--- src/rtl/trig_pulse_sequencer_if.sv ---
// Link between the pulse sequencer and the interval counter it drives.
//   cnt_start : one-cycle start strobe to the counter
//   cnt_n     : interval length loaded by the counter on start
//   cnt_state : counter state, 00 = zero/idle, 01 = counting, 10 = overflow (one cycle)
// master = sequencer side, slave = counter side.
interface trig_pulse_sequencer_if #(
  parameter int unsigned CNT_W = 32
);
  logic             cnt_start;
  logic [CNT_W-1:0] cnt_n;
  logic [1:0]       cnt_state;

  modport master (
    output cnt_start,
    output cnt_n,
    input  cnt_state
  );

  modport slave (
    input  cnt_start,
    input  cnt_n,
    output cnt_state
  );
endinterface

--- src/rtl/trig_pulse_sequencer.sv ---
// Trigger-driven pulse-train sequencer. An accepted trigger edge programs the interval
// counter with an optional delay, then alternates gate-high and gap intervals for the
// latched number of pulses, advancing only when the counter reports overflow.
// Ports:
//   clk, rst     : clock, synchronous active-high reset
//   arm          : triggers accepted only while high; dropping it aborts a sequence
//   trig_in      : trigger, rising edge used
//   delay/width/gap/n_pulses : interval settings, latched at trigger acceptance
//   cnt_if       : counter link (start, N out; 2-bit state in)
//   gate_out     : high during gate intervals
//   busy         : sequence in progress (DELAY/GATE/GAP/DONE)
//   done         : one-cycle pulse on normal completion
//   pulse_idx    : index of the current pulse
//   missed_trig  : sticky, set when a trigger edge is ignored
module trig_pulse_sequencer #(
  parameter int unsigned CNT_W   = 32,
  parameter int unsigned PULSE_W = 16
) (
  input  logic                   clk,
  input  logic                   rst,
  input  logic                   arm,
  input  logic                   trig_in,
  input  logic [CNT_W-1:0]       delay,
  input  logic [CNT_W-1:0]       width,
  input  logic [CNT_W-1:0]       gap,
  input  logic [PULSE_W-1:0]     n_pulses,
  trig_pulse_sequencer_if.master cnt_if,
  output logic                   gate_out,
  output logic                   busy,
  output logic                   done,
  output logic [PULSE_W-1:0]     pulse_idx,
  output logic                   missed_trig
);

  typedef enum logic [2:0] {
    StIdle,
    StArmed,
    StDelay,
    StGate,
    StGap,
    StDone
  } state_e;

  state_e               state_q, state_d;
  logic                 trig_d_q;
  logic [CNT_W-1:0]     width_q, width_d;
  logic [CNT_W-1:0]     gap_q, gap_d;
  logic [PULSE_W-1:0]   last_idx_q, last_idx_d;
  logic                 cnt_start_q, cnt_start_d;
  logic [CNT_W-1:0]     cnt_n_q, cnt_n_d;
  logic                 gate_q, gate_d;
  logic                 busy_q, busy_d;
  logic                 done_q, done_d;
  logic [PULSE_W-1:0]   pulse_idx_q, pulse_idx_d;
  logic                 missed_q, missed_d;

  logic trig_edge;
  logic cnt_ovf;
  logic cnt_idle;
  logic seq_busy;

  always_comb begin
    trig_edge = trig_in & ~trig_d_q;
    cnt_ovf   = (cnt_if.cnt_state == 2'b10);
    cnt_idle  = (cnt_if.cnt_state == 2'b00);
    seq_busy  = (state_q inside {StDelay, StGate, StGap, StDone});

    state_d     = state_q;
    width_d     = width_q;
    gap_d       = gap_q;
    last_idx_d  = last_idx_q;
    cnt_start_d = 1'b0;
    cnt_n_d     = cnt_n_q;
    gate_d      = gate_q;
    done_d      = 1'b0;
    pulse_idx_d = pulse_idx_q;
    missed_d    = missed_q;

    // An edge is dropped either mid-sequence or while the counter is still busy
    // finishing an interval left over from an abort.
    if (trig_edge && (seq_busy || (state_q == StArmed && arm && !cnt_idle))) begin
      missed_d = 1'b1;
    end

    case (state_q)
      StIdle: begin
        if (arm) begin
          state_d = StArmed;
        end
      end

      StArmed: begin
        if (!arm) begin
          state_d = StIdle;
        end else if (trig_edge && cnt_idle) begin
          width_d     = width;
          gap_d       = gap;
          // Store n-1 so the end-of-train test is a plain compare; 0 pulses acts as 1.
          last_idx_d  = (n_pulses == '0) ? '0 : n_pulses - 1'b1;
          pulse_idx_d = '0;
          cnt_start_d = 1'b1;
          if (delay != '0) begin
            cnt_n_d = delay;
            state_d = StDelay;
          end else begin
            cnt_n_d = width;
            gate_d  = 1'b1;
            state_d = StGate;
          end
        end
      end

      StDelay: begin
        if (!arm) begin
          state_d = StIdle;
          gate_d  = 1'b0;
        end else if (cnt_ovf) begin
          cnt_start_d = 1'b1;
          cnt_n_d     = width_q;
          gate_d      = 1'b1;
          state_d     = StGate;
        end
      end

      StGate: begin
        if (!arm) begin
          state_d = StIdle;
          gate_d  = 1'b0;
        end else if (cnt_ovf) begin
          gate_d = 1'b0;
          if (pulse_idx_q == last_idx_q) begin
            done_d  = 1'b1;
            state_d = StDone;
          end else begin
            cnt_start_d = 1'b1;
            cnt_n_d     = gap_q;
            state_d     = StGap;
          end
        end
      end

      StGap: begin
        if (!arm) begin
          state_d = StIdle;
          gate_d  = 1'b0;
        end else if (cnt_ovf) begin
          pulse_idx_d = pulse_idx_q + 1'b1;
          cnt_start_d = 1'b1;
          cnt_n_d     = width_q;
          gate_d      = 1'b1;
          state_d     = StGate;
        end
      end

      StDone: begin
        state_d = arm ? StArmed : StIdle;
      end

      default: begin
        state_d = StIdle;
        gate_d  = 1'b0;
      end
    endcase

    // Registered from the next state so busy lines up with the state it describes.
    busy_d = (state_d inside {StDelay, StGate, StGap, StDone});
  end

  always_ff @(posedge clk) begin
    if (rst) begin
      state_q     <= StIdle;
      trig_d_q    <= 1'b0;
      width_q     <= '0;
      gap_q       <= '0;
      last_idx_q  <= '0;
      cnt_start_q <= 1'b0;
      cnt_n_q     <= '0;
      gate_q      <= 1'b0;
      busy_q      <= 1'b0;
      done_q      <= 1'b0;
      pulse_idx_q <= '0;
      missed_q    <= 1'b0;
    end else begin
      state_q     <= state_d;
      trig_d_q    <= trig_in;
      width_q     <= width_d;
      gap_q       <= gap_d;
      last_idx_q  <= last_idx_d;
      cnt_start_q <= cnt_start_d;
      cnt_n_q     <= cnt_n_d;
      gate_q      <= gate_d;
      busy_q      <= busy_d;
      done_q      <= done_d;
      pulse_idx_q <= pulse_idx_d;
      missed_q    <= missed_d;
    end
  end

  assign cnt_if.cnt_start = cnt_start_q;
  assign cnt_if.cnt_n     = cnt_n_q;
  assign gate_out         = gate_q;
  assign busy             = busy_q;
  assign done             = done_q;
  assign pulse_idx        = pulse_idx_q;
  assign missed_trig      = missed_q;

endmodule

--- src/flat_wrapper.sv ---
// flat-port wrapper written by rule: the top's interface ports become plain ports
module trig_pulse_sequencer_flat 
#(
  parameter int unsigned CNT_W   = 32,
  parameter int unsigned PULSE_W = 16
)
  (clk, rst, arm, trig_in, delay, width, gap, n_pulses, gate_out, busy, done, pulse_idx, missed_trig, cnt_if_cnt_start, cnt_if_cnt_n, cnt_if_cnt_state);
  trig_pulse_sequencer_if #(.CNT_W(CNT_W)) cnt_if_i ();
  input  logic clk;
  input  logic rst;
  input  logic arm;
  input  logic trig_in;
  input  logic [CNT_W-1:0] delay;
  input  logic [CNT_W-1:0] width;
  input  logic [CNT_W-1:0] gap;
  input  logic [PULSE_W-1:0] n_pulses;
  output logic gate_out;
  output logic busy;
  output logic done;
  output logic [PULSE_W-1:0] pulse_idx;
  output logic missed_trig;
  output wire logic [$bits(cnt_if_i.cnt_start)-1:0] cnt_if_cnt_start;
  output wire logic [$bits(cnt_if_i.cnt_n)-1:0] cnt_if_cnt_n;
  input wire logic [$bits(cnt_if_i.cnt_state)-1:0] cnt_if_cnt_state;
  assign cnt_if_cnt_start = cnt_if_i.cnt_start;
  assign cnt_if_cnt_n = cnt_if_i.cnt_n;
  assign cnt_if_i.cnt_state = cnt_if_cnt_state;
  trig_pulse_sequencer #(.CNT_W(CNT_W), .PULSE_W(PULSE_W)) u_core (.clk(clk), .rst(rst), .arm(arm), .trig_in(trig_in), .delay(delay), .width(width), .gap(gap), .n_pulses(n_pulses), .cnt_if(cnt_if_i), .gate_out(gate_out), .busy(busy), .done(done), .pulse_idx(pulse_idx), .missed_trig(missed_trig));
endmodule
--- config.mk ---
export PLATFORM = sky130hd
export DESIGN_NAME = trig_pulse_sequencer_flat
export DESIGN_NICKNAME = d
export VERILOG_FILES = /design/src/rtl/trig_pulse_sequencer_if.sv /design/src/rtl/trig_pulse_sequencer.sv /design/src/flat_wrapper.sv
export SDC_FILE = /design/constraint.sdc
export NUM_CORES = 1
export LEC_CHECK = 0
export ABC_AREA = 1
export CAP_MARGIN = 5
export CORE_MARGIN = 3
export CORE_UTILIZATION = 54
export DETAILED_ROUTE_END_ITERATION = 10
export PLACE_DENSITY = 0.88
export SYNTH_ARGS = -nofsm -noshare
export SYNTH_HDL_FRONTEND = slang
export SYNTH_SLANG_ARGS = --single-unit
--- constraint.sdc ---
create_clock -name clk -period 3.4 [get_ports clk]
set_clock_uncertainty 0.2 [all_clocks]
set_input_delay 0.68 -clock clk [delete_from_list [all_inputs] [get_ports clk]]
set_output_delay 0.68 -clock clk [all_outputs]
set_load 0.02 [all_outputs]
After elaboration in Yosys (flattened, before gate mapping)
Cells that the tools add are included.
W data, S select, Z words.
- add/sub/neg operators: 2
- eq/ne operators: 23
- muxes and demuxes: 43
- bitwise gates (word level): 6
- reduce and logical (&&, ||, !) cells: 21
- operators by type and width (cell ; number):
    $mux W32 ; 8
    $pmux W32 S3 ; 1
    $mux W16 ; 5
    $pmux W16 S2 ; 1
    $reduce_bool A32 Y1 ; 1
    $mux W3 ; 7
    $mux W1 ; 18
    $add A16 B1 Y16 const B ; 1
    $eq A16 B16 Y1 ; 1
    $logic_not A16 Y1 ; 1
    $sub A16 B1 Y16 const B ; 1
    $pmux W3 S5 ; 1
    $eq A3 B2 Y1 const B ; 4
    $eq A3 B3 Y1 const B ; 4
    $ne A2 B2 Y1 const B ; 6
    $ne A2 B1 Y1 const B ; 4
    $reduce_and A8 Y1 ; 1
    $reduce_bool A4 Y1 ; 2
    $ne A3 B2 Y1 const B ; 2
    $reduce_and A6 Y1 ; 1
    $not A1 Y1 ; 5
    $reduce_and A5 Y1 ; 1
    $logic_and A1 B1 Y1 ; 4
    $pmux W1 S4 ; 1
    13 further kinds ; 14
- flip-flop bits (word level): 137
- output and inout bits: 53
- logic and storage cells: 107

Depth between registers and ports, before layout
Gate-level depths: netlist of the first run.
- depth in word-level cells: 8
- mapped depth: 13

Worst setup path before layout of the first run
OpenSTA, ideal clock, no wires.
- path kind: in2reg
- start point: input n_pulses[1]
- end point: register u_core.last_idx_q[12]
- library setup time: 125 ps
- arrival time: 1801 ps
- required time: 3075 ps
- path slack: 1274 ps
- stages on the path: 10
- path buffers: 1
- cells stage by stage: inv_1 > ha_1 > nand2_1 > nor2_1 > nand2_1 > nor2_1 > nand3_1 > nand2_1 > buf_2 > o22ai_1
- cells in the longest elaborated chain, start to end: 2
- RTL lines (what ; RTL line ; source):
    from (decl) ; flat_wrapper.sv:16 ; input logic [PULSE_W-1:0] n_pulses;
    $sub A16 B1 Y16 or $logic_not A16 Y1 (tied branches) ; trig_pulse_sequencer.sv:99 ; last_idx_d = (n_pulses == '0) ? '0 : n_pulses - 1'b1;
    $mux W16 * ; trig_pulse_sequencer.sv:99 ;
    to (signal assigned) ; trig_pulse_sequencer.sv:188 ; last_idx_q <= last_idx_d;
    to (decl) ; trig_pulse_sequencer.sv:48 ; logic [PULSE_W-1:0] last_idx_q, last_idx_d;
Every way passes the cells marked *; elsewhere a longest branch is shown, timed or not.
A chain may end at the register's enable or synchronous reset.

Final worst setup path of the first run
- start point: input arm
- end point: register u_core.cnt_n_q[28] (netlist: u_core.cnt_if.cnt_n[28])
- cells in the longest elaborated chain, start to end: 2
- RTL lines (what ; RTL line ; source):
    from (decl) ; flat_wrapper.sv:11 ; input logic arm;
    $ne A2 B2 Y1 (no line) or $ne A2 B1 Y1 (tied branches) ; -- ;
    $reduce_and A8 Y1 (no line) * ; -- ;
    to (signal assigned) ; trig_pulse_sequencer.sv:190 ; cnt_n_q <= cnt_n_d;
    to (decl) ; trig_pulse_sequencer.sv:50 ; logic [CNT_W-1:0] cnt_n_q, cnt_n_d;
Marks and branches as above.

==> results of run 1 <==
## worst max-delay path: stages
cell	delay, ns
clkdlybuf4s50_1	0.50
inv_2	0.18
nor2_1	0.09
nor2_1	0.24
nor2_2	0.10
nand4_4	0.09
buf_4	0.54
nand2_1	0.15
nand2_1	0.10
nor2_1	0.04
## state kept, by name, indices dropped and copies added (netlist names)
| signal | flops |
|---|---|
| u_core.cnt_if.cnt_n | 32 |
| u_core.gap_q | 32 |
| u_core.width_q | 32 |
| u_core.last_idx_q | 16 |
| u_core.pulse_idx | 16 |
| u_core.state_q | 3 |
| u_core.busy | 1 |
| u_core.cnt_if.cnt_start | 1 |
| u_core.done | 1 |
| u_core.gate_out | 1 |
| u_core.missed_trig | 1 |
| u_core.trig_d_q | 1 |
## stage by stage
step | utilization, % | hold slack, ns | cells | worst slack (ns) | total power [mW]
floorplan | - | 0.244 | 1090 | 1.27 | 1.94
global placement | 71.1 | 0.241 | 1393 | 0.497 | 2.20
detailed placement | 71.1 | 0.254 | 1393 | 0.422 | 2.21
CTS | 76.1 | 0.263 | 1424 | 0.818 | 4.08
global route | 76.1 | 0.274 | 1424 | 0.593 | 4.21
finish | 76.1 | 0.257 | 1424 | 0.777 | 4.08
## synthesized netlist by cell type, drive strengths merged
cell and n:
ha 2, nor3 18, nor4 1, nand3b 3, a21oi 86, buf 27
clkbuf 20, a22oi 33, inv 124, and3 1, nor2 132, o21bai 8
dfxtp 137, xor2 8, xnor2 5, nand4 14, o21ai 17, a22o 1
o221a 1, o21a 1, o22ai 15, nand3 31, nand2 400, clkinv 1
o31ai 2, or2 2
## layer usage
metal	global-route usage (%)	vias to the layer above	share of wire, %
met1	36.7	3374	42
met2	48.4	354	48
met4	10.3	0	2.6
met3	5.94	52	7.7
li1	-	3756	-
met5	0	-	0
## power by group through the flow
stage	clock network (mW)	logic (mW)	registers, mW
after floorplan	0	0.197	1.74
after global placement	0	0.493	1.71
after detailed placement	0	0.498	1.71
after CTS	1.90	0.507	1.67
after global routing	1.97	0.556	1.68
final	1.89	0.509	1.67
## path summary, 6_finish.rpt
path	slack, ns	to	cells after the start
min	0.26	u_core.missed_trig	2
max reg2reg	0.90	u_core.cnt_if.cnt_n[28]	12
max	0.78	u_core.cnt_if.cnt_n[28]	10
min reg2reg	0.26	u_core.missed_trig	2
## layout by cell type (no fill, tap or decap), types with 2 or more instances in the layout
cell type / instances
clkdlybuf4s50_1: 169
xnor2_1: 5
a21oi_1: 86
clkbuf_1: 2
o21ai_0: 8
bufinv_16: 3
clkinv_2: 4
nand2_2: 4
a22oi_1: 32
dfxtp_1: 137
xor2_1: 8
o21bai_1: 8
nand2_1: 396
nand3_1: 31
nand4_1: 13
clkbuf_8: 4
o22ai_1: 15
nor2_2: 5
nand3b_1: 3
nor3_1: 18
clkbuf_16: 17
nor2_1: 126
inv_2: 18
buf_4: 11
o21ai_1: 8
o31ai_1: 2
inv_1: 106
ha_1: 2
## layout make-up
cell class,instances,share of cell area [%]
multi-input cells,781,37.8
well taps,168,2.24
inverters,125,5.01
flip-flops and latches,137,29.3
clock inverters,8,1.26
repair buffers,182,19.2
clock buffers,23,5.21
## cell families after synthesis
logic type / share of synthesized area [%]
and+or+nand+nor: 34.8
adders and majority gates: 0.360
xor gates and xnor gates: 1.64
DFF: 39.5
buffers and inverters: 9.78
AOI/OAI and AO/OA: 13.9
==> impl_metrics.py, run 1 <==
metrics = {
    "run_status": {
        "run_status": "completed",
    },
    "drt": {
        "wl_um": 20700,
        "drc": 0,
        "drtIter0Drc": 883,
        "post_drt_via_cell_ratio": 5.29,
        "dr.pass1.iters": 8,
        "wire_per_inst_um": 14.6,
        "ant_nets": 0,
        "vias": 7536,
    },
    "floorplanning": {
        "io_pins": 171,
        "fp-row-count": 40,
        "fp.coreArea_um2": 12300,
        "die_y_um": 119,
        "die-area_um2": 14300,
        "start_util_pct": 56.4,
        "die_w_um": 119,
    },
    "finish": {
        "drive_above_1_share_pct": 5.97,
        "stdcell_area_um2": 9360,
        "seqCellArea_um2": 2740,
        "nFillCells": 914,
        "syn2layout_area_growth_pct": 34.7,
        "multi_input_area_um2": 3540,
        "nets": 1364,
        "diodes": 0,
    },
    "worst_setup_path": {
        "path_class": "in2reg",
        "cp-end-kind": "flip-flop",
        "critPathMaxFanout": 64,
        "crit_arrival_ns": 2.72,
        "critPathLaunch": "arm",
        "startpoint_type": "input port",
        "cp_data_required_time_ns": 3.50,
        "reg2reg_from": "u_core.pulse_idx[10]",
    },
    "global_routing": {
        "grt.overflow.total": 0,
        "gr-usage-all-layers_pct": 28.8,
        "grt_first_pass_wirelength_um": 33900,
        "grt_max_degree": 74,
        "antenna_found_initial": 0,
        "grt_pass1_vias": 7077,
    },
    "sta": {
        "worst_slew_pin_slew_ns": 0.694,
        "finalSetupViolCount": 0,
        "fin_setup_tns_ns": 0,
        "finalCriticalPeriod_ns": 2.62,
        "min_period_over_period_pct": 77.1,
        "relSlewSlack_pct": 53.6,
        "rsz0062_at_grt": "no",
        "hold_viol_final": 0,
        "slew_violations": 0,
        "fmax_ghz": 0.381,
    },
    "placement": {
        "place.gp.congestion": 0.926,
        "place_hpwl_um": 14000,
        "portBuffers": 170,
        "place_area_um2": 8760,
    },
    "cts": {
        "postCtsHoldBufs": 0,
        "clkSlewWorstSetupHoldPaths_ns": 0.05,
        "clock_sinks": 137,
        "h-tree-depth": 4,
        "cts_tree": "yes",
        "cts_resized": 0,
        "clk_latency_ns": 0.41,
        "root_buffer": "clkbuf_16",
        "postCtsSetupRepairBufs": 0,
        "cts_buffers": 17,
        "clockBufferDepth": 2,
    },
    "yosys": {
        "syn-cell-area_um2": 6950,
        "syn-instance-count": 1090,
        "synth-seq-cells": 137,
        "synth_nets": 1210,
        "synth_area_leaders": "dfxtp_1, nand2_1, nor2_1",
        "syn_area_per_cell_um2": 6.38,
        "seq_area_frac_synth_pct": 39.5,
        "yosys.area.top_type_share_pct": 39.5,
        "synth_warnings": 0,
        "synth_top_cell_by_area": "dfxtp_1",
        "synth_cell_types": 37,
    },
    "power": {
        "powerDensity_nw_per_um2": 435,
        "pwr-share-comb_pct": 12.5,
        "p_leak_nw": 3.96,
        "clkPwrFrac_pct": 46.5,
        "seqPwrFrac_pct": 41.0,
        "switching_power_uw": 955,
        "p_int_mw": 3.12,
        "ir_drop_uv": 304,
        "swShare_pct": 23.4,
    },
    "hold_path": {
        "hp-class": "reg2reg",
        "hp-start": "u_core.missed_trig",
    },
    "run": {
        "maxCapViolCount": 0,
    },
}
(Power assumes the default switching activity.)
==> run 2: changes to the inputs <==
--- a/config.mk
+++ b/config.mk
@@ -8,9 +8,9 @@
 export ABC_AREA = 1
 export CAP_MARGIN = 5
 export CORE_MARGIN = 3
-export CORE_UTILIZATION = 54
+export CORE_UTILIZATION = 50
 export DETAILED_ROUTE_END_ITERATION = 10
-export PLACE_DENSITY = 0.88
+export PLACE_DENSITY = 0.83
 export SYNTH_ARGS = -nofsm -noshare
 export SYNTH_HDL_FRONTEND = slang
 export SYNTH_SLANG_ARGS = --single-unit
==> constraint.sdc (replaced) <==
create_clock -name clk -period 2.5 [get_ports clk]
set_clock_uncertainty 0.2 [all_clocks]
set_input_delay 0.5 -clock clk [delete_from_list [all_inputs] [get_ports clk]]
set_output_delay 0.5 -clock clk [all_outputs]
set_load 0.02 [all_outputs]
==> run 2 against run 1 <==
- count of clock-buffer cells in the layout is 3 lower
- design area rose by 2.8%
- routed wire length increased by 2.4%
- cell count up 2.2%
- critical endpoint is now pulse_idx[5]
- sequential cell count did not move
- non-clock buffer count rose by 22
- setup slack worse by 0.57 ns
- largest cell class unchanged
- via count is 1.7% higher
- sequential power up 36%
==> impl_metrics.py, run 2 (same netlist as run 1, synthesis figures left out) <==
metrics = {
    "run_status": {
        "run_status": "completed",
    },
    "worst_setup_path": {
        "crit_chain": "clkdlybuf4s50_1",
        "slowest_stage": "clkdlybuf4s50_1",
        "critPathMaxFanout": 7,
        "startpoint_type": "flip-flop",
        "critPathTopFamily": "buffers and inverters",
        "cp-end-kind": "output pin",
        "cp_data_required_time_ns": 1.80,
        "path_class": "reg2out",
        "slowest_delay_ns": 0.67,
        "crit_buf_inv": 1,
        "crit_arrival_ns": 1.60,
    },
    "sta": {
        "finalSetupViolCount": 0,
        "rsz0062_at_grt": "no",
        "min_period_over_period_pct": 91.8,
        "finalCriticalPeriod_ns": 2.30,
        "fmax_ghz": 0.436,
        "hold_viol_final": 0,
        "relSlewSlack_pct": 60.8,
        "setup_slack_ns": 0.204,
        "worst_slew_pin_slew_ns": 0.588,
        "slew_violations": 0,
    },
    "power": {
        "clkPwrFrac_pct": 47.7,
        "seqPwrFrac_pct": 39.7,
        "ir_drop_uv": 477,
        "swShare_pct": 23.3,
        "pwr-share-comb_pct": 12.6,
        "switching_power_mw": 1.33,
        "p_leak_nw": 4.09,
        "powerDensity_nw_per_um2": 595,
        "p_int_mw": 4.40,
    },
    "floorplanning": {
        "start_util_pct": 51.9,
        "die-area_um2": 15300,
        "fp.coreArea_um2": 13400,
        "die_y_um": 124,
        "fp-row-count": 42,
        "die_w_um": 124,
        "io_pins": 171,
    },
    "cts": {
        "postCtsHoldBufs": 0,
        "cts_tree": "yes",
        "cts_buffers": 17,
        "postCtsSetupRepairBufs": 0,
        "h-tree-depth": 4,
        "cts_resized": 0,
        "clkSlewWorstSetupHoldPaths_ns": 0.06,
        "clockBufferDepth": 2,
        "clock_sinks": 137,
        "root_buffer": "clkbuf_16",
        "clk_latency_ns": 0.42,
    },
    "finish": {
        "syn2layout_area_growth_pct": 38.5,
        "final_common_cell": "nand2_1",
        "nets": 1386,
        "drive_above_1_share_pct": 7.66,
        "layout_common_cells": "nand2_1, clkdlybuf4s50_1, dfxtp_1",
        "diodes": 0,
        "stdcell_area_um2": 9630,
    },
    "drt": {
        "drc": 0,
        "vias": 7666,
        "wl_um": 21200,
        "dr.pass1.iters": 7,
        "wire_per_inst_um": 14.6,
        "drtIter0Drc": 810,
        "post_drt_via_cell_ratio": 5.27,
        "ant_nets": 0,
    },
    "hold_path": {
        "hp-class": "in2reg",
    },
    "placement": {
        "portBuffers": 170,
        "place.gp.congestion": 0.924,
        "pre_cts_ws_ns": -0.0669,
        "place_hpwl_um": 14600,
        "place_area_um2": 8980,
    },
    "global_routing": {
        "antenna_found_initial": 0,
        "grt.overflow.total": 0,
        "grt_first_pass_wirelength_um": 33400,
        "grt_pass1_vias": 7005,
        "grt_max_degree": 57,
        "gr-usage-all-layers_pct": 27.4,
    },
    "run": {
        "maxCapViolCount": 0,
    },
}
[run 2: changes by cell type in the layout (fill, tap and decap cells not counted), sizes merged]
cell | previous run | this run
bufinv | 3 | 5
clkbuf | 23 | 20
buf | 13 | 35
clkinv | 5 | 6
clkinvlp | 1 | 2
[run 2: per-stage QoR]
step | total power [mW] | setup TNS, ns | util, % | hold WS, ns | cells
after global placement | 3.02 | 0 | 67.0 | 0.236 | 1423
after CTS | 5.75 | 0 | 71.8 | 0.188 | 1455
final | 5.73 | 0 | 71.8 | 0.211 | 1455
after floorplan | 2.64 | 0 | - | 0.244 | 1090
after global routing | 5.94 | 0 | 71.8 | 0.201 | 1455
after detailed placement | 3.03 | -0.244 | 67.0 | 0.247 | 1423
[run 2: final timing paths]
kind | startpoint | endpoint | depth (start not counted) | slack [ns]
worst max register to register | u_core.pulse_idx[7] | u_core.cnt_if.cnt_n[21] | 12 | 0.37
worst min-delay path | rst | u_core.trig_d_q | 2 | 0.21
worst max-delay path | u_core.pulse_idx[5] | pulse_idx[5] | 1 | 0.20
worst min register to register | u_core.missed_trig | u_core.missed_trig | 2 | 0.25
[run 2: cell type report]
type / instances / area [um^2]
fillers: 1110 / 3770
well taps: 176 / 220
clock inverters: 12 / 198
clock buffers: 20 / 447
inverters: 125 / 469
multi-input cells: 781 / 3540
flip-flops and latches: 137 / 2740
repair buffers: 204 / 2010
[run 2: power by group through the flow]
stage	Combinational, mW	Clock, mW	Sequential (mW)
final	0.721	2.74	2.27
after global routing	0.794	2.87	2.28
after CTS	0.721	2.76	2.27
after detailed placement	0.709	0	2.32
after global placement	0.702	0	2.32
after floorplan	0.268	0	2.37
[run 2: metal layers]
metal | track usage (%) | vias up | routed length (um)
met1 | 36.1 | 3472 | 8960
met2 | 44.6 | 352 | 10200
met3 | 6.18 | 45 | 1590
li1 | - | 3797 | -
met4 | 8.97 | 0 | 485
met5 | 0 | - | 0
==> run 3: changes to the inputs <==
--- a/config.mk
+++ b/config.mk
@@ -11,6 +11,7 @@
 export CORE_UTILIZATION = 50
 export DETAILED_ROUTE_END_ITERATION = 10
 export PLACE_DENSITY = 0.83
+export SLEW_MARGIN = 20
 export SYNTH_ARGS = -nofsm -noshare
 export SYNTH_HDL_FRONTEND = slang
 export SYNTH_SLANG_ARGS = --single-unit
==> results of run 3 <==
The final DEF is identical to that of run 2; final timing and power are the same.
